==> config.mk <==
export PLATFORM = sky130hd
export DESIGN_NAME = press_classifier
export DESIGN_NICKNAME = d
export VERILOG_FILES = /design/src/rtl/press_pkg.sv /design/src/rtl/press_classifier.sv
export SDC_FILE = /design/constraint.sdc
export NUM_CORES = 1
export LEC_CHECK = 0
export ABC_AREA = 1
export CAP_MARGIN = 20
export CORE_ASPECT_RATIO = 0.6
export CORE_MARGIN = 2
export CORE_UTILIZATION = 60
export CTS_CLUSTER_SIZE = 12
export DETAILED_ROUTE_END_ITERATION = 8
export MAX_ROUTING_LAYER = met4
export PLACE_DENSITY = 0.86
export RECOVER_POWER = 50
export SLEW_MARGIN = 40
export SYNTH_ARGS = -nofsm -noshare
export SYNTH_HDL_FRONTEND = slang
export SYNTH_SLANG_ARGS = --single-unit
==> constraint.sdc <==
create_clock -name i_Clk -period 2 [get_ports i_Clk]
set_input_delay 0.4 -clock i_Clk [delete_from_list [all_inputs] [get_ports i_Clk]]
set_output_delay 0.4 -clock i_Clk [all_outputs]
set_load 0.01 [all_outputs]
==> src/rtl/press_pkg.sv <==
// ============================================================================
// Module   : press_pkg
// Brief    : Shared state encoding and 25 MHz default limits for press_classifier.
// Revision : 1.0
// ============================================================================
`default_nettype none

package press_pkg;

    typedef enum logic [1:0] {
        ST_IDLE         = 2'd0,
        ST_HELD         = 2'd1,
        ST_GAP          = 2'd2,
        ST_WAIT_RELEASE = 2'd3
    } state_t;

    // 1 s hold and 300 ms release gap at 25 MHz
    localparam int c_LONG_PRESS_LIMIT = 25_000_000;
    localparam int c_DOUBLE_GAP_LIMIT = 7_500_000;

    function automatic int press_max(input int a, input int b);
        return (a > b) ? a : b;
    endfunction

endpackage

`default_nettype wire

==> src/rtl/press_classifier.sv <==
// ============================================================================
// Module   : press_classifier
// Brief    : Classifies a debounced switch level into short/long/double press
//            pulses. Macro PRESS_DOUBLE_EN enables double-press detection.
// Revision : 1.0
// ============================================================================
`default_nettype none

module press_classifier #(
    parameter int LONG_PRESS_LIMIT = press_pkg::c_LONG_PRESS_LIMIT,
    parameter int DOUBLE_GAP_LIMIT = press_pkg::c_DOUBLE_GAP_LIMIT
) (
    input  logic i_Clk,
    input  logic i_Rst,
    input  logic i_Debounced,
    output logic o_Pressed,
    output logic o_Short_Press,
    output logic o_Long_Press,
    output logic o_Double_Press
);

    import press_pkg::*;

    localparam int CNT_WIDTH = $clog2(press_max(LONG_PRESS_LIMIT, DOUBLE_GAP_LIMIT) + 1);

    localparam logic [CNT_WIDTH-1:0] c_LONG_LAST = CNT_WIDTH'(LONG_PRESS_LIMIT - 1);
    localparam logic [CNT_WIDTH-1:0] c_CNT_MAX   = {CNT_WIDTH{1'b1}};
`ifdef PRESS_DOUBLE_EN
    localparam logic [CNT_WIDTH-1:0] c_GAP_LAST  = CNT_WIDTH'(DOUBLE_GAP_LIMIT - 1);
`endif

    state_t                 r_state;
    state_t                 w_next_state;
    logic [CNT_WIDTH-1:0]   r_cnt;
    logic [CNT_WIDTH-1:0]   w_cnt_next;
    logic                   w_short;
    logic                   w_long;
    logic                   w_double;

    // Reset parks in WAIT_RELEASE so a switch held through reset stays silent
    always_ff @(posedge i_Clk) begin
        if (i_Rst) begin
            r_state        <= ST_WAIT_RELEASE;
            r_cnt          <= '0;
            o_Pressed      <= 1'b0;
            o_Short_Press  <= 1'b0;
            o_Long_Press   <= 1'b0;
            o_Double_Press <= 1'b0;
        end else begin
            r_state        <= w_next_state;
            r_cnt          <= w_cnt_next;
            o_Pressed      <= i_Debounced;
            o_Short_Press  <= w_short;
            o_Long_Press   <= w_long;
            o_Double_Press <= w_double;
        end
    end

    always_comb begin
        w_next_state = r_state;
        w_cnt_next   = r_cnt;
        w_short      = 1'b0;
        w_long       = 1'b0;
        w_double     = 1'b0;

        case (r_state)
            ST_IDLE: begin
                if (i_Debounced) begin
                    w_next_state = ST_HELD;
                    w_cnt_next   = '0;
                end
            end

            ST_HELD: begin
                // A release on the limit edge takes priority over the long press
                if (i_Debounced) begin
                    if (r_cnt == c_LONG_LAST) begin
                        w_long       = 1'b1;
                        w_next_state = ST_WAIT_RELEASE;
                    end else if (r_cnt != c_CNT_MAX) begin
                        w_cnt_next = r_cnt + 1'b1;
                    end
                end else begin
`ifdef PRESS_DOUBLE_EN
                    w_next_state = ST_GAP;
                    w_cnt_next   = '0;
`else
                    w_short      = 1'b1;
                    w_next_state = ST_IDLE;
`endif
                end
            end

`ifdef PRESS_DOUBLE_EN
            ST_GAP: begin
                // A second press on the limit edge still counts as a double
                if (i_Debounced) begin
                    w_double     = 1'b1;
                    w_next_state = ST_WAIT_RELEASE;
                end else if (r_cnt == c_GAP_LAST) begin
                    w_short      = 1'b1;
                    w_next_state = ST_IDLE;
                end else if (r_cnt != c_CNT_MAX) begin
                    w_cnt_next = r_cnt + 1'b1;
                end
            end
`endif

            ST_WAIT_RELEASE: begin
                if (!i_Debounced) begin
                    w_next_state = ST_IDLE;
                end
            end

            default: begin
                w_next_state = ST_WAIT_RELEASE;
            end
        endcase
    end

endmodule

`default_nettype wire

# Yosys cells after proc, flatten, opt, wreduce, memory -nomap -nowiden

Index checks and enable logic that the tools add are counted.
Widths: inputs -> output; s select.

Bits in registers: 30
Bits of input ports: 3
Output and inout port bits: 4
Logic and storage cells: 36

$add $sub $neg: 1
Equal/unequal tests: 10
Muxes and demuxes: 12
Bitwise logic cells: 2
Reductions and logical operators: 6

Operators with widths:

| kind                  | count |
|---|---|
| $mux 25               | 4 |
| $pmux 25 s2           | 1 |
| $add 25x1->25 const B | 1 |
| $eq 25x25->1 const B  | 1 |
| $ne 25x25->1 const B  | 1 |
| $ne 2x2->1 const B    | 5 |
| $mux 2                | 4 |
| $pmux 2 s3            | 1 |
| $reduce_and 5->1      | 1 |
| $ne 3x3->1 const B    | 1 |
| $reduce_and 3->1      | 1 |
| $reduce_or 3->1       | 1 |
| $eq 2x1->1 const B    | 1 |
| $eq 2x2->1 const B    | 1 |
| $logic_not 2->1       | 1 |
| $mux 1                | 2 |
| $not 1->1             | 2 |
| $reduce_bool 2->1     | 1 |
| $reduce_or 2->1       | 1 |

# Longest topological paths before layout

Word-level depth: 5
Depth in mapped cells: 12
Gate-level depth less buffers: 11

# Worst setup path before layout

OpenSTA, ideal clock, no wires.

Path type: register to register
Start: register r_cnt[0]
End: register r_cnt[19]
Data arrival time: 1.515 ns
Setup slack: 0.373 ns
Cell stages (with the launch flop): 12
Path buffers: 1
Cells stage by stage: dfxtp_1 -> ha_1 -> nand2_2 -> nor2_4 -> nand2_2 -> nor2_4 -> nand3_2 -> nand3_2 -> nand2_4 -> buf_2 -> nor2_1 -> nor2_1

Cells in the longest elaborated chain, start to end: 5
Elaborated cells between the ends (all ways): 10

RTL lines:

| item                     | RTL line               | RTL |
|---|---|---|
| start: declaration       | press_classifier.sv:34 | `logic [CNT_WIDTH-1:0] r_cnt;` |
| start signal: assignment | press_classifier.sv:51 | `r_cnt <= w_cnt_next;` |
| $add 25x1->25            | press_classifier.sv:81 | `w_cnt_next = r_cnt + 1'b1;` |
| $mux 25                  | press_classifier.sv:80 | `end else if (r_cnt != c_CNT_MAX) begin` |
| $mux 25                  | press_classifier.sv:77 | `if (r_cnt == c_LONG_LAST) begin` |
| $mux 25                  | press_classifier.sv:76 | `if (i_Debounced) begin` |
| $pmux 25 s2              | press_classifier.sv:66 | `case (r_state)` |

Parallel ways exist; a longest one is shown, timed or not. The select of a mux whose other input is x is not followed.
A chain may end at the register's enable or synchronous reset.

# Worst setup path in the final report

Start: register r_cnt[1]
End: register r_cnt[16]

The elaborated chain is that of the path after synthesis.

==> impl_metrics.sql <==
INSERT INTO impl_metrics (metric_group, metric, value, unit) VALUES
('synth', 'yosysSeqAreaShare', '0.304', ''),
('drt', 'routedWlPerCell', '13.0', 'um'),
('synth', 'synthMuxAreaShare', '0', ''),
('power', 'vdd.ir_drop.worst', '0.000421', 'V'),
('critical_path', 'worst-setup-path-type', 'flip-flop to flip-flop', ''),
('drt', 'drt_pre_antenna_iters', '4', ''),
('global_route', 'grt_pass1_wl', '8200', 'um'),
('clock_tree', 'worst_setup_hold_path_clk_slew', '0.07', 'ns'),
('cells_and_area', 'fillCellCount', '285', ''),
('global_route', 'grt_max_degree', '26', ''),
('floorplan', 'die-area', '3790', 'sq um'),
('synth', 'synth_top_family_by_area', 'simple AND/OR/NAND/NOR gates', ''),
('status', 'run_status', 'finished clean', ''),
('floorplan', 'fp.coreArea', '3200', 'sq um'),
('clock_tree', 'htree_depth', '2', ''),
('place', 'place_congestion', '0.911', ''),
('drt', 'drt.antenna.violating_nets', '0', ''),
('critical_path', 'worstRegToRegCells', '10', ''),
('timing', 'totalNegativeSetupSlack', '0', 'ns'),
('min_path', 'hold_path.class', 'flip-flop to flip-flop', ''),
('flow_run', 'maxcap_viol_count', '0', ''),
('critical_path', 'critical_path_buf_inv_count', '1', ''),
('synth', 'yosys.area_share.adder', '0.00633', ''),
('timing', 'setup_viols_final', '0', ''),
('cells_and_area', 'layout.cells.most_common', 'nand2_1', ''),
('cells_and_area', 'finalNetCount', '351', ''),
('synth', 'compound_gate_portion_of_the_synthesized_area', '0.0506', ''),
('critical_path', 'family_with_the_most_delay_on_the_worst_path', 'simple AND/OR/NAND/NOR gates', ''),
('place', 'placement.setup.worst_slack', '0.110', 'ns'),
('synth', 'synth_simple_gate_area_frac', '0.497', ''),
('clock_tree', 'cts-buffers-inserted', '5', ''),
('critical_path', 'critPathRequiredTime', '2.22', 'ns'),
('timing', 'worst_hold_slack', '0.538', 'ns'),
('timing', 'finalCritPeriodShare', '0.910', ''),
('clock_tree', 'post_cts_hold_buffer_count', '0', ''),
('cells_and_area', 'mostFrequentLayoutCells', 'nand2_1 (98), nor2_1 (70), inv_1 (38), nand3_1 (36), dfxtp_1 (29)', ''),
('floorplan', 'ios', '7', ''),
('floorplan', 'placement_rows', '16', ''),
('power', 'cellPowerDensity', '638', 'nW/um^2'),
('floorplan', 'initial_utilization', '0.618', ''),
('place', 'detailedPlacementHpwl', '3570', 'um'),
('cells_and_area', 'area_delta_synth_final', '12.6', '%'),
('cells_and_area', 'layout-drive-gt1-share', '0.0862', ''),
('place', 'buffer_ports.inserted', '5', ''),
('global_route', 'via_count_of_the_first_global_routing_pass', '1755', ''),
('floorplan', 'die_height', '48.5', 'um'),
('synth', 'synth_fp_nets', '342', ''),
('drt', 'totalWireLength', '5130', 'um'),
('clock_tree', 'cts_sinks', '30', ''),
('power', 'leakage', '0.927', 'nW'),
('clock_tree', 'clk_path_buf_depth', '2', ''),
('critical_path', 'slowest_delay', '0.35', 'ns'),
('drt', 'route.detailed.vias_per_inst', '5.41', ''),
('critical_path', 'cpMaxStageDelayCell', 'dfxtp_1', ''),
('critical_path', 'setup.worst_path.start_class', 'flip-flop', ''),
('synth', 'mappedNetlistArea', '1980', 'sq um'),
('global_route', 'grt.overflow.total', '0', ''),
('timing', 'maxSlewViolCount', '0', ''),
('timing', 'max_slew_margin', '0.663', ''),
('clock_tree', 'insertion_delay', '0.29', 'ns'),
('clock_tree', 'cts_root_buf', 'clkbuf_8', ''),
('timing', 'endpoints_failing_hold', '0', ''),
('drt', 'route.detailed.drc', '0', ''),
('timing', 'timing.final.crit_period', '1.82', 'ns'),
('synth', 'synthesis_warnings', '0', ''),
('timing', 'grt_setup_unrepaired', 'no', ''),
('global_route', 'antenna_found_initial', '0', ''),
('critical_path', 'cp.arrival', '2.04', 'ns'),
('critical_path', 'stages_on_worst_setup_path', '10', ''),
('min_path', 'worst_hold_path.num_cells', '2', ''),
('drt', 'vias', '2128', '');
==> worst paths after layout <==
check / startpoint / end
max: r_cnt[1]$_SDFFE_PP0P_ / r_cnt[16]$_SDFFE_PP0P_
min: r_cnt[14]$_SDFFE_PP0P_ / r_cnt[14]$_SDFFE_PP0P_
max reg2reg: r_cnt[1]$_SDFFE_PP0P_ / r_cnt[16]$_SDFFE_PP0P_
min reg2reg: r_cnt[14]$_SDFFE_PP0P_ / r_cnt[14]$_SDFFE_PP0P_
==> per-stage QoR <==
step	instance area [sq um]	util	cells	power [W]
after floorplan	1980	-	338	0.000769
after global placement	2070	0.646	383	0.000806
after detailed placement	2070	0.646	383	0.000811
after CTS	2180	0.680	391	0.00141
after global routing	2230	0.695	393	0.00148
final	2230	0.695	393	0.00142
==> metal layers <==
| metal | wire length (um) | GRT usage | part of all wire | vias to the layer above |
|---|---|---|---|---|
| li1 | - | - | - | 1061 |
| met1 | 2370 | 0.419 | 0.46 | 965 |
| met2 | 2110 | 0.399 | 0.41 | 90 |
| met3 | 570 | 0.0746 | 0.11 | 12 |
| met4 | 80 | 0.0994 | 0.016 | 0 |
| met5 | 0 | - | 0 | - |
==> area by class of cell <==
class	count	area, sq um	area share
clock buffers	5	68.8	0.0309
clock inverters	3	40.0	0.0180
inverters	40	150	0.0674
multi-input cells	256	1180	0.530
flip-flops and latches	30	602	0.270
well taps	45	56.3	0.0253
repair buffers	14	130	0.0584
==> synthesized netlist by cell type (all sizes together) <==
cell | number | share of area
nor3 | 6 | 0.015
dfxtp | 30 | 0.30
inv | 40 | 0.076
a21oi | 15 | 0.038
o21ai | 2 | 0.0051
nor4 | 1 | 0.0032
nand4 | 3 | 0.0095
nor2 | 74 | 0.15
nand3 | 38 | 0.10
nor3b | 1 | 0.0038
conb | 1 | 0.0019
clkbuf | 6 | 0.011
ha | 1 | 0.0063
o21bai | 2 | 0.0076
nand3b | 3 | 0.011
buf | 6 | 0.022
xor2 | 7 | 0.031
nand2 | 102 | 0.20
==> logic make-up (layout without fill, tap and decap cells) <==
family | Yosys count | in the layout
other | 1 | 1
AO/OA/AOI/OAI | 19 | 19
AND/OR/NAND/NOR | 228 | 228
XOR/XNOR | 7 | 7
flip-flops | 30 | 30
adder cells (fa/ha/maj) | 1 | 1
buffers and inverters | 52 | 62
==> report_power, final <==
| part | leakage, nW | total, W | switching, W | internal, W |
|---|---|---|---|---|
| clock network | 0.0579 | 0.000612 | 0.000246 | 0.000366 |
| logic | 0.625 | 0.000161 | 0.000105 | 0.0000554 |
| registers | 0.245 | 0.000647 | 0.0000260 | 0.000621 |
| total | 0.927 | 0.00142 | 0.000377 | 0.00104 |
==> flip-flops by register name, summed over array words and instances (netlist names) <==
name and flops:
r_cnt 25, o_Long_Press 1, o_Short_Press 1, r_state 2
o_Pressed 1
==> tightest hold or removal path: stages, from the launching register on <==
cell and delay (ns):
dfxtp_1 0.34, nand3_1 0.09, a21oi_1 0.06
==> what timing repair did <==
item                                    4_1_cts  5_1_grt
resized for setup                             0        7
endpoints found under the setup margin        0       23
setup buffers                                 0        2
Note: power is estimated with default switching activity, not from simulation.
